<file path="src/rtl/commit_trace_buffer.sv">
// commit_trace_buffer: first-word fall-through FIFO capturing retired-instruction commit records
// Ports:
//   clk, rst                 rising-edge clock, synchronous active-high reset
//   flush_in                 empties the FIFO on the next edge (overflow state kept)
//   commit_*_in              one commit record per cycle when commit_valid_in=1
//   trace_valid_out/ready_in head-record handshake toward the monitor
//   trace_*_out              head record fields, zero while empty
//   count_out                occupancy
//   overflow_out             sticky flag, a commit was dropped because the FIFO was full
//   dropped_out              saturating count of dropped commits
module commit_trace_buffer #(
    parameter int WIDTH          = 32,
    parameter int DEPTH          = 16,
    parameter int FILTER_NOWRITE = 0,
    parameter int DROP_W         = 16
) (
    input  logic                     clk,
    input  logic                     rst,
    input  logic                     flush_in,
    input  logic                     commit_valid_in,
    input  logic [WIDTH-1:0]         commit_pc_in,
    input  logic [5:0]               commit_opcode_in,
    input  logic [4:0]               commit_rd_in,
    input  logic [WIDTH-1:0]         commit_data_in,
    input  logic                     commit_we_in,
    output logic                     trace_valid_out,
    input  logic                     trace_ready_in,
    output logic [WIDTH-1:0]         trace_pc_out,
    output logic [5:0]               trace_opcode_out,
    output logic [4:0]               trace_rd_out,
    output logic [WIDTH-1:0]         trace_data_out,
    output logic                     trace_we_out,
    output logic                     trace_check_out,
    output logic [$clog2(DEPTH):0]   count_out,
    output logic                     overflow_out,
    output logic [DROP_W-1:0]        dropped_out
);
    localparam int AW = $clog2(DEPTH);
    localparam logic [5:0] CHECK_OP = 6'b111111;

    typedef struct packed {
        logic [WIDTH-1:0] pc;
        logic [5:0]       op;
        logic [4:0]       rd;
        logic [WIDTH-1:0] data;
        logic             we;
        logic             chk;
    } rec_t;

    rec_t              r_mem [DEPTH];
    logic [AW:0]       r_wr_ptr;
    logic [AW:0]       r_rd_ptr;
    logic              r_overflow;
    logic [DROP_W-1:0] r_dropped;

    logic w_is_check;
    logic w_empty;
    logic w_full;
    logic w_push;
    logic w_pop;
    logic w_write;
    logic w_drop;
    rec_t w_head;

    assign w_is_check = commit_opcode_in == CHECK_OP;
    assign w_empty    = r_wr_ptr == r_rd_ptr;
    assign w_full     = (r_wr_ptr[AW] != r_rd_ptr[AW]) && (r_wr_ptr[AW-1:0] == r_rd_ptr[AW-1:0]);
    assign w_push     = commit_valid_in && (FILTER_NOWRITE == 0 || commit_we_in || w_is_check);
    assign w_pop      = !w_empty && trace_ready_in && !flush_in;
    // a full FIFO still accepts a push when the head leaves in the same cycle
    assign w_write    = w_push && !flush_in && (!w_full || w_pop);
    assign w_drop     = w_push && !flush_in && w_full && !w_pop;
    assign w_head     = r_mem[r_rd_ptr[AW-1:0]];

    always_ff @(posedge clk) begin
        if (w_write && !rst)
            r_mem[r_wr_ptr[AW-1:0]] <= '{pc: commit_pc_in, op: commit_opcode_in, rd: commit_rd_in,
                                         data: commit_data_in, we: commit_we_in, chk: w_is_check};
    end

    always_ff @(posedge clk) begin
        if (rst) begin
            r_wr_ptr   <= '0;
            r_rd_ptr   <= '0;
            r_overflow <= 1'b0;
            r_dropped  <= '0;
        end else if (flush_in) begin
            r_rd_ptr <= r_wr_ptr;
        end else begin
            if (w_write) r_wr_ptr <= r_wr_ptr + 1'b1;
            if (w_pop) r_rd_ptr <= r_rd_ptr + 1'b1;
            if (w_drop) r_overflow <= 1'b1;
            if (w_drop && r_dropped != '1) r_dropped <= r_dropped + 1'b1;
        end
    end

    // head fields are forced to zero while empty so stale storage never shows
    assign trace_valid_out  = !w_empty;
    assign trace_pc_out     = w_empty ? '0 : w_head.pc;
    assign trace_opcode_out = w_empty ? '0 : w_head.op;
    assign trace_rd_out     = w_empty ? '0 : w_head.rd;
    assign trace_data_out   = w_empty ? '0 : w_head.data;
    assign trace_we_out     = !w_empty && w_head.we;
    assign trace_check_out  = !w_empty && w_head.chk;
    assign count_out        = r_wr_ptr - r_rd_ptr;
    assign overflow_out     = r_overflow;
    assign dropped_out      = r_dropped;
endmodule
</file>
<file path="config.mk">
export PLATFORM = sky130hd
export DESIGN_NAME = commit_trace_buffer
export DESIGN_NICKNAME = d
export VERILOG_FILES = /design/src/rtl/commit_trace_buffer.sv
export SDC_FILE = /design/constraint.sdc
export NUM_CORES = 1
export LEC_CHECK = 0
export CAP_MARGIN = 20
export CORE_MARGIN = 4
export CORE_UTILIZATION = 30
export CTS_BUF_LIST = sky130_fd_sc_hd__clkbuf_4 sky130_fd_sc_hd__clkbuf_8
export CTS_CLUSTER_DIAMETER = 150
export CTS_CLUSTER_SIZE = 10
export DETAILED_ROUTE_END_ITERATION = 6
export MAX_ROUTING_LAYER = met4
export PLACE_DENSITY = 0.55
export SYNTH_ARGS = -nofsm -noshare
export SYNTH_HDL_FRONTEND = slang
export SYNTH_SLANG_ARGS = --single-unit
</file>
<file path="constraint.sdc">
create_clock -name clk -period 18.5 [get_ports clk]
set_clock_uncertainty 0.15 [all_clocks]
set_input_delay 5.55 -clock clk [delete_from_list [all_inputs] [get_ports clk]]
set_output_delay 5.55 -clock clk [all_outputs]
set_load 0.005 [all_outputs]
</file>
==> summary.md <==
| Metric | Value |
|---|---|
| Status | `finished clean` |
| Setup TNS | `0 ns` |
| Leak Pwr | `15.9 nW` |
| FF+latch count, synth | `1,263` |
| Maximum vdd drop | `0.0741 mV` |
| Share of cells above drive strength 1 | `0.238` |
| Placed Cells | `4,369` |
| Worst-Margin Slew | `1.11 ns` |
| Syn Inst Count | `2,094` |
| Clk slew on worst S/H paths | `0.08 ns` |
| Fmax | `0.0930 GHz` |
| WP buf/inv | `3` |
| Reg-to-reg endpoint | `r_mem[12][12]` |
| Synthesis Warnings | `0` |
| Grt total ovfl | `0` |
| I/O pin count | `181` |
| Register-to-Register Setup Slack | `14.44 ns` |
| Mapped cell area | `48,400 sq um` |
| Final net count | `2,450` |
| Critical Path Fanout Max | `71` |
| Seq/Total Area, Yosys | `0.778` |
| Max stage delay on crit path | `0.92 ns` |
| GRT Resource Usage Total | `0.146` |
| Routability Congestion | `0.713` |
| PwrDens | `95.3 nW/um^2` |
| Crit path time final | `10.75 ns` |
| Worst Path Required | `12.80 ns` |
| Hold WS | `0.316 ns` |
| Dpl hpwl | `59.5 mm` |
| Synth cell types | `49` |
| Iter 0 DRT Violations | `1,977` |
| I/O Buffers | `180` |
| Most common cell after layout, fill and taps aside | `edfxtp_1` |
| Area of the multi-input gates | `10,300 sq um` |
| Syn_area_per_cell | `23.1 sq um` |
| Initial antenna violation count | `13` |
| Hold Buf Count CTS | `0` |
| CP arrival | `5.05 ns` |
| # setup viols final | `0` |
| Syn nets | `2,186` |
| Resized cells post-CTS | `0` |
| Largest delay contributor family on the critical path | `buffers and inverters` |
| Final Hold Fails | `0` |
| Initial core utilization | `0.302` |
| Met2 Usage GRT | `0.233` |
| Most common cell on crit path | `buf_4` |
| GRT met3 Usage | `0.0331` |
| Yosys top cell area share | `0.765` |
| WL final | `119 mm` |
| CP max-delay cell | `buf_4` |
| Synth top area cells | `edfxtp_1 76%, mux4_2 14%, mux2i_1 3.2%` |
| Die W | `410 um` |
| Ys async rst share | `0` |
| Top Usage Layer GRT | `met2` |
| H-tree depth | `4` |
| Max cap viols | `0` |
| R2r worst-path depth | `7` |
| Die area | `168,000 sq um` |
| Top_reg_cell synth | `edfxtp_1` |
| TritonCTS clock tree | `yes` |
| DR pass1 iterations | `5` |
| Wirelength per Cell | `26.1 um` |
| Core Rows | `147` |
| Routed Antenna Nets | `0` |
| FF-to-FF Start | `r_wr_ptr[0]` |
| Vias in the first global route | `24,100` |
| Reg area | `37,600 sq um` |
| Post-synth EDFFs | `1,232` |
| Top cell type by total area after synthesis | `edfxtp_1` |
| Critical Path End Type | `output port` |
| Setup Crit Path Kind | `reg -> out` |
| CP Depth | `6` |
| Via density | `4.88` |
| CP cell instances | `buf_4 -> buf_4 -> mux4_2 -> mux2i_1 -> o22ai_1 -> clkdlybuf4s50_1` |
| Rel. slew slack | `0.263` |
| Max-slew violations | `0` |
| Crit start category | `register` |
| Fillers | `14,900` |
| Met1 Track Usage GR | `0.190` |
| Clock Tree Root | `clkbuf_8` |
| Layout area overhead | `14.2%` |
| Commonest cells after routing, fill and taps aside | `1,232 x edfxtp_1, 308 x mux4_2, 180 x clkdlybuf4s50_1, 156 x mux2i_1, 144 x clkbuf_8` |
| Core area | `160,000 sq um` |
| Final period utilization | `0.581` |
| Power Total | `5.26 mW` |
| Later-pin clock latency in the skew report | `0.91 ns` |
| Largest net degree at the start of global routing | `101` |
| Clock Sink Count | `1,263` |
| Via count | `22,200` |
| Die height | `410 um` |
| Worst hold path class | `reg -> reg` |
| CP endpoint | `trace_opcode_out[1]` |
| RSZ-0062 raised after global routing | `no` |
| First-pass GRT wire length | `171 mm` |
| Post-CTS Setup Bufs | `0` |
| # DRC | `0` |
| Non-filler cells, final | `4,557` |
| Max clock buf depth | `3` |
| CTS Buf Count | `144` |
[synth_stat cells (2+ instances only)]
library cell	count
nor4_1	2
a211oi_1	2
nand3b_1	2
nand3_1	8
nor2_1	44
xor2_1	4
ha_1	10
a21oi_1	8
mux4_2	308
o21ai_0	2
buf_1	6
nor3_2	6
buf_4	17
nor3_1	2
inv_1	12
and4_1	2
and2_1	2
xnor2_1	20
o22ai_1	78
nand2b_1	6
nor4_4	2
dfxtp_1	31
clkbuf_1	30
nand4_1	10
edfxtp_1	1232
a21o_1	3
mux2i_1	156
buf_2	59
o211ai_1	2
nand2_1	9
[where the power goes]
part	leakage [nW]	internal [mW]	switching, mW
Combinational	3.41	0.193	0.203
Sequential	11.3	3.15	0.00940
Clock	1.19	0.744	0.969
[cell families after synthesis]
group	count (synthesis)	share of synthesized area
fa+ha+maj	11	0.00300
buf+inv	125	0.0127
xor+xnor	26	0.00502
mux	464	0.176
compound gates	100	0.0131
flops	1263	0.778
simple gates	105	0.0131
[through the flow]
| stage | cell area [sq um] | setup WS, ns | utilization |
|---|---|---|---|
| after floorplan | 48400 | 7.94 | - |
| after global placement | 52800 | 8.63 | 0.329 |
| after detailed placement | 52900 | 8.58 | 0.330 |
| after CTS | 55100 | 7.54 | 0.344 |
| after global routing | 55200 | 7.38 | 0.344 |
| final | 55200 | 7.75 | 0.344 |
[worst reg2reg max path, stage by stage (launching register included)]
cell and delay [ns]:
dfxtp_1 0.43, inv_1 0.14, ha_1 0.37, nand4_4 0.13, o31a_1 0.43, nand3_1 0.41, nor2_4 0.85, buf_4 0.67
[per-layer routing]
layer | part of all wire | up-vias
met4 | 0.018 | 0
met3 | 0.052 | 172
li1 | - | 9337
met2 | 0.49 | 576
met1 | 0.44 | 12200
met5 | 0 | -
[worst min path at each step]
| stage | from | endpoint | slack [ns] | cells after the start |
|---|---|---|---|---|
| 2_1_floorplan | overflow_out | overflow_out | 0.29 | 2 |
| 3_3_place_gp | overflow_out | overflow_out | 0.29 | 2 |
| 3_5_place_dp | overflow_out | overflow_out | 0.31 | 2 |
| 4_1_cts | overflow_out | overflow_out | 0.32 | 2 |
| 5_1_grt | overflow_out | overflow_out | 0.34 | 2 |
| 6_report | overflow_out | overflow_out | 0.32 | 2 |
[state kept, by name, indices dropped and copies added (netlist names), named ones only]
register,count
dropped_out,16
overflow_out,1
r_mem,1232
r_rd_ptr,5
r_wr_ptr,5
[final cells by class]
| type | instances | share of cell area |
|---|---|---|
| clock inverter | 17 | 0.00362 |
| inverter | 12 | 0.000815 |
| clock buffer | 157 | 0.0376 |
| sequential | 1263 | 0.681 |
| timing repair buffer | 231 | 0.0411 |
| multi-input combinational | 706 | 0.186 |
| antenna | 11 | 0.000498 |
| tap | 2160 | 0.0489 |
No activity file was read; power rests on OpenSTA's default activity.
